--- config.mk ---
export PLATFORM = sky130hd
export DESIGN_NAME = echo_rd_sched
export DESIGN_NICKNAME = d
export VERILOG_FILES = /design/src/rtl/echo_buf_pkg.sv /design/src/rtl/echo_rd_vld_pipe.sv /design/src/rtl/echo_rd_sched.sv
export SDC_FILE = /design/constraint.sdc
export NUM_CORES = 1
export LEC_CHECK = 0
export ABC_AREA = 1
export CORE_ASPECT_RATIO = 1.1
export CORE_UTILIZATION = 45
export CTS_BUF_LIST = sky130_fd_sc_hd__clkbuf_4
export DETAILED_ROUTE_END_ITERATION = 10
export PLACE_DENSITY = 0.82
export SYNTH_ARGS = -nofsm -noshare
export SYNTH_HDL_FRONTEND = slang
export SYNTH_HIERARCHICAL = 1
export SYNTH_SLANG_ARGS = --single-unit
--- constraint.sdc ---
create_clock -name clkin_i -period 3.85 [get_ports clkin_i]
set_input_delay 1.155 -clock clkin_i [delete_from_list [all_inputs] [get_ports clkin_i]]
set_output_delay 1.155 -clock clkin_i [all_outputs]
set_load 0.01 [all_outputs]
--- src/rtl/echo_buf_pkg.sv ---
// Shared types and constants for the echo buffer read-side logic.
// Holds buffer geometry, requester identity and the read scheduler FSM encoding.
// Pure declarations; no timing or backpressure of its own.
package echo_buf_pkg;

  localparam int ECHO_AW     = 12;
  localparam int ECHO_DW     = 16;
  localparam int ECHO_RD_LAT = 1;

  typedef enum logic {
    OWN_ACC = 1'b0,
    OWN_UPL = 1'b1
  } owner_e;

  typedef enum logic [1:0] {
    ST_IDLE  = 2'd0,
    ST_BURST = 2'd1,
    ST_DRAIN = 2'd2
  } state_e;

  // Round-robin tie break: hand the port to whoever was not served last.
  function automatic owner_e tie_winner_rr(owner_e last_own);
    return (last_own == OWN_UPL) ? OWN_ACC : OWN_UPL;
  endfunction

endpackage

--- src/rtl/echo_rd_vld_pipe.sv ---
// Delays the RAM read strobe together with its owner tag so it lines up with registered read data.
// Latency: DEPTH clocks from vld_i to vld_o (DEPTH = RAM read latency + output register).
// No backpressure: a free-running shift register that accepts one entry per clock.
module echo_rd_vld_pipe
  import echo_buf_pkg::*;
#(
  parameter int DEPTH = 2
) (
  input  logic   clk_i,
  input  logic   rst_n_i,
  input  logic   vld_i,
  input  owner_e own_i,
  output logic   vld_o,
  output owner_e own_o
);

  logic [DEPTH-1:0] vld_q;
  owner_e           own_q [DEPTH];

  // Shift {valid, owner} one stage per clock; reset flushes any in-flight reads.
  always_ff @(posedge clk_i or negedge rst_n_i) begin
    if (!rst_n_i) begin
      vld_q <= '0;
      for (int i = 0; i < DEPTH; i++) own_q[i] <= OWN_ACC;
    end else begin
      vld_q    <= {vld_q[DEPTH-2:0], vld_i};
      own_q[0] <= own_i;
      for (int i = 1; i < DEPTH; i++) own_q[i] <= own_q[i-1];
    end
  end

  assign vld_o = vld_q[DEPTH-1];
  assign own_o = own_q[DEPTH-1];

endmodule

--- src/rtl/echo_rd_sched.sv ---
// Shares the echo buffer RAM read port between ACC and UPL with length-bounded wrap-around bursts.
// Latency: gnt 1 clk after req in IDLE, first read 1 clk after gnt, data/vld RD_LAT+1 clks after each read.
// Backpressure: requests are held as levels until granted; a burst streams 1 word/clk and cannot stall.
// Tie handling: define ECHO_RD_RR_EN for round-robin, otherwise ACC has fixed priority.
module echo_rd_sched
  import echo_buf_pkg::*;
#(
  parameter int AW     = ECHO_AW,
  parameter int DW     = ECHO_DW,
  parameter int RD_LAT = ECHO_RD_LAT
) (
  input  logic          clkin_i,
  input  logic          rst_n_i,
  input  logic          acc_req_i,
  input  logic          upl_req_i,
  input  logic [AW-1:0] acc_start_i,
  input  logic [AW-1:0] upl_start_i,
  input  logic [AW-1:0] acc_len_i,
  input  logic [AW-1:0] upl_len_i,
  output logic          acc_gnt_o,
  output logic          upl_gnt_o,
  output logic          acc_done_o,
  output logic          upl_done_o,
  output logic          ram_rd_en_o,
  output logic [AW-1:0] ram_addr_o,
  input  logic [DW-1:0] ram_rdata_i,
  output logic [DW-1:0] rd_data_o,
  output logic          acc_vld_o,
  output logic          upl_vld_o,
  output logic          busy_o
);

  localparam int DRW = 3;

  state_e          state_q;
  owner_e          owner_q;
  owner_e          win_d;
  logic [AW-1:0]   addr_q;
  logic [AW-1:0]   rem_q;
  logic [DRW-1:0]  drain_q;
  logic            acc_gnt_q, upl_gnt_q;
  logic            acc_done_q, upl_done_q;
  logic            busy_q;
  logic            rd_en_q;
  logic [AW-1:0]   ram_addr_q;
  logic [DW-1:0]   rd_data_q;
  logic            pipe_vld;
  owner_e          pipe_own;

`ifdef ECHO_RD_RR_EN
  owner_e          last_own_q;

  // Pick the next owner; ties go to whichever requester was not served last.
  always_comb begin
    win_d = OWN_ACC;
    if (acc_req_i && upl_req_i) win_d = tie_winner_rr(last_own_q);
    else if (upl_req_i)         win_d = OWN_UPL;
  end

  // Remember the most recent grant for the next tie; first tie after reset goes to ACC.
  always_ff @(posedge clkin_i or negedge rst_n_i) begin
    if (!rst_n_i)                                        last_own_q <= OWN_UPL;
    else if (state_q == ST_IDLE && (acc_req_i || upl_req_i)) last_own_q <= win_d;
  end
`else
  // Pick the next owner; ACC always wins a tie.
  always_comb begin
    win_d = OWN_ACC;
    if (!acc_req_i && upl_req_i) win_d = OWN_UPL;
  end
`endif

  // Burst FSM with registered grant, read, done and busy outputs.
  always_ff @(posedge clkin_i or negedge rst_n_i) begin
    if (!rst_n_i) begin
      state_q    <= ST_IDLE;
      owner_q    <= OWN_ACC;
      addr_q     <= '0;
      rem_q      <= '0;
      drain_q    <= '0;
      acc_gnt_q  <= 1'b0;
      upl_gnt_q  <= 1'b0;
      acc_done_q <= 1'b0;
      upl_done_q <= 1'b0;
      busy_q     <= 1'b0;
      rd_en_q    <= 1'b0;
      ram_addr_q <= '0;
    end else begin
      acc_gnt_q <= 1'b0;
      upl_gnt_q <= 1'b0;
      rd_en_q   <= 1'b0;
      case (state_q)
        ST_IDLE: begin
          if (acc_req_i || upl_req_i) begin
            owner_q   <= win_d;
            acc_gnt_q <= (win_d == OWN_ACC);
            upl_gnt_q <= (win_d == OWN_UPL);
            addr_q    <= (win_d == OWN_ACC) ? acc_start_i : upl_start_i;
            rem_q     <= (win_d == OWN_ACC) ? acc_len_i : upl_len_i;
            busy_q    <= 1'b1;
            state_q   <= ST_BURST;
          end
        end
        ST_BURST: begin
          rd_en_q    <= 1'b1;
          ram_addr_q <= addr_q;
          addr_q     <= addr_q + AW'(1);
          rem_q      <= rem_q - AW'(1);
          if (rem_q == '0) begin
            drain_q <= DRW'(RD_LAT + 1);
            state_q <= ST_DRAIN;
          end
        end
        ST_DRAIN: begin
          // Count out the reads still in the RAM and output register, then pulse done once.
          if (acc_done_q || upl_done_q) begin
            acc_done_q <= 1'b0;
            upl_done_q <= 1'b0;
            busy_q     <= 1'b0;
            state_q    <= ST_IDLE;
          end else if (drain_q == '0) begin
            acc_done_q <= (owner_q == OWN_ACC);
            upl_done_q <= (owner_q == OWN_UPL);
          end else begin
            drain_q <= drain_q - DRW'(1);
          end
        end
        default: state_q <= ST_IDLE;
      endcase
    end
  end

  // Register RAM read data so it aligns with the delayed valid strobe.
  always_ff @(posedge clkin_i or negedge rst_n_i) begin
    if (!rst_n_i) rd_data_q <= '0;
    else          rd_data_q <= ram_rdata_i;
  end

  echo_rd_vld_pipe #(
    .DEPTH (RD_LAT + 1)
  ) u_vld_pipe (
    .clk_i   (clkin_i),
    .rst_n_i (rst_n_i),
    .vld_i   (rd_en_q),
    .own_i   (owner_q),
    .vld_o   (pipe_vld),
    .own_o   (pipe_own)
  );

  assign acc_gnt_o   = acc_gnt_q;
  assign upl_gnt_o   = upl_gnt_q;
  assign acc_done_o  = acc_done_q;
  assign upl_done_o  = upl_done_q;
  assign busy_o      = busy_q;
  assign ram_rd_en_o = rd_en_q;
  assign ram_addr_o  = ram_addr_q;
  assign rd_data_o   = rd_data_q;
  assign acc_vld_o   = pipe_vld && (pipe_own == OWN_ACC);
  assign upl_vld_o   = pipe_vld && (pipe_own == OWN_UPL);

endmodule

==> impl_metrics.yaml <==
power_and_ir_drop:
  p_int_w: 0.00161
  p_seq_share_pct: 43.4
  p_switching_w: 0.000900
  vdd_ir_drop_max_v: 0.000209
  total_power_w: 0.00251
  clock_power_share_pct: 20.4
  swShare_pct: 35.9
  power.density_nw_per_um2: 548
  p_leak_nw: 2.12
  comb_power_share_pct: 36.2
cells_and_area:
  syn_to_final_growth_pct: 35.9
  layout_commonest_cell: "nand2_1"
  drive_gt1_share_pct: 6.24
  n_fill_cell: 611
  layout_common_cells: "124 x nand2_1, 102 x clkdlybuf4s50_1, 68 x dfrtp_1, 57 x nor2_1, 38 x inv_1"
  nets: 598
  antenna_cells: 0
route:
  antenna_left: 0
  wl_per_cell_um: 13.9
  routed_wl_um: 8530
  drtIter0Drc: 242
  first_pass_iters: 8
  vias: 3181
  detail_route.vias_per_cell: 5.18
  drc_errors: 9
logic_synthesis:
  synth_top_area_share_pct: 50.5
  syn_area_per_cell_um2: 7.96
  yosys_warnings: 6
  synthCells: 423
  synth.largest_area_cell: "dfrtp_1"
  yosys-top-cells-area: "dfrtp_1 51%, nand2_1 14%, nor2_1 6.4%"
  ys_types: 29
  syn_area_um2: 3370
  syn-num-nets: 496
  synth-seq-area-share_pct: 50.5
  yosys_register_bits: 68
clock_tree:
  cts_tree: "yes"
  cts.sinks: 68
  clkTransAtPathRegs_ps: 100
  htree_levels: 3
  clk_latency_ps: 410
  cts_root_buf: "clkbuf_4"
  cts_inserted_buffers: 9
  cts.path.max_buffers: 2
  ctsResizeCount: 0
  post_cts_buffers: 0
  cts_hold_buf: 0
worst_hold_path:
  holdCritPathClass: "flop to flop"
  min_path_cells: 0
  hold_end: "u_vld_pipe/own_o"
  hold_start: "u_vld_pipe/own_q[1]"
global_routing:
  grt_first_pass_wirelength_um: 14000
  grt_max_degree: 41
  antenna_found_initial: 0
  grt_pass1_vias: 2964
  track_usage_pct: 22.8
  grt.overflow.total: 0
worst_setup_path:
  worst-r2r-cell-count: 6
  critical_path_required_ps: 2690
  path_delay_family: "buffers and inverters"
  start_kind: "flop"
  crit_fanout: 2
  crit_slowest_cell: "clkdlybuf4s50_1"
  timing.rr.end: "addr_q[9]"
  slowest_delay_ps: 550
  worstReg2RegStart: "state_q[1]"
  path_cells: "nor2_1, clkdlybuf4s50_1"
  crit_buf_inv: 1
  end_kind: "primary output"
  critPathArrivalTime_ps: 1430
  r2r_slack_ps: 1780
  critical_path_class: "flop to primary output"
floorplan:
  initial_core_util_pct: 47.3
  dieArea_um2: 7840
  num_rows: 32
  core_area_um2: 7130
  die_w_um: 84.5
  io-pin-count: 104
  fp.dieH_um: 92.7
status:
  status: "complete, but fails checks"
  violations: "DRC"
timing:
  maxSlewViolCount: 0
  setup_violations: 0
  rsz0062_at_grt: "false"
  fin_skew_ps: 10.5
  fin_tns_setup_ps: 0
  fin_crit_ps: 2590
  fmax_mhz: 386
  slew_headroom_pct: 42.3
  worst_pin_slew_ps: 863
  hold_viol: 0
  fin_crit_sh_pct: 67.2
placement:
  place_congestion: 0.854
  hpwl_um: 6100
  io_buffers: 103
job:
  maxCapViolCount: 0
[area by class of cell]
cell class | count | area (um2) | share of cell area [%]
multi-input combinational | 302 | 1420 | 31.1
inverter | 40 | 153 | 3.34
sequential | 68 | 1700 | 37.2
timing repair buffer | 104 | 1050 | 22.9
clock inverter | 6 | 80.1 | 1.75
clock buffer | 9 | 67.6 | 1.48
tap | 85 | 106 | 2.32
[Yosys cell counts]
master / count
or2_2: 2
nor2_4: 4
buf_6: 3
o211ai_1: 7
nand2_1: 124
inv_4: 1
buf_2: 7
nand3_1: 35
o21ai_2: 2
nor3_1: 3
o21ai_1: 9
nor2_2: 3
buf_4: 3
o22ai_1: 4
a21oi_1: 12
nand2_2: 4
inv_2: 1
ha_1: 5
a22oi_1: 1
dfrtp_1: 68
nor3_2: 2
nor2_1: 57
o21a_1: 2
a31oi_1: 1
nand4_1: 4
o21ai_0: 18
inv_1: 38
xnor2_1: 2
a211oi_1: 1
[registers in the layout (all words and copies together), names as in the netlist, 2 cells and up]
signal            flops
u_vld_pipe/vld_q      2
rem_q                12
state_q               2
drain_q               3
addr_q               12
ram_addr_o           12
rd_data_o            16
[metrics by stage]
stage / cells / instance area, um2 / setup slack [ps] / hold slack [ps] / util (%)
after floorplan: 423 / 3370 / 1850 / 331 / -
after global placement: 599 / 4430 / 1090 / 332 / 62.1
after detailed placement: 599 / 4430 / 1030 / 341 / 62.1
after CTS: 614 / 4580 / 1230 / 373 / 64.2
after global routing: 614 / 4580 / 1190 / 383 / 64.2
final: 614 / 4580 / 1260 / 370 / 64.2
[worst reg2reg max path, stage by stage, from the launching register on]
cell	delay [ps]
dfrtp_1	480
nor2_4	710
nor2_4	230
inv_4	260
o21ai_0	130
nor2_1	120
nor2_1	50
[cells by family after synthesis]
family          after synthesis  share of synthesized area (%)
compound gates               57                           9.70
simple gates                238                           30.2
fa+ha+maj                     5                           1.86
xor+xnor                      2                          0.520
flops                        68                           50.5
buf+inv                      53                           7.24
[power groups by stage]
stage	logic [W]	registers (W)	clock network, W
6_report	0.000908	0.00109	0.000511
5_1_grt	0.00103	0.00111	0.000553
4_1_cts	0.000913	0.00108	0.000518
3_5_place_dp	0.000909	0.00110	0
3_3_place_gp	0.000870	0.00108	0
2_1_floorplan	0.000535	0.00109	0
[metal layers]
metal	vias to the layer above	share of wire (%)	wire length, um	global-route usage (%)
met1	1466	41	3510	28.5
met2	130	50	4230	38.6
li1	1564	-	-	-
met4	0	2.3	197	9.04
met5	-	0	0	0
met3	21	7.0	595	4.99
[worst max-delay path by stage]
stage,endpoint,from,slack [ps],depth (start not counted)
floorplan,rem_q[2],upl_req_i,1850,7
global placement,addr_q[9],acc_req_i,1090,8
detailed placement,addr_q[9],acc_req_i,1030,8
CTS,acc_vld_o,u_vld_pipe/own_o,1230,2
global route,acc_vld_o,u_vld_pipe/vld_q[1],1190,3
finish,acc_vld_o,u_vld_pipe/own_o,1260,2
Power figures use the tool's default switching activity.
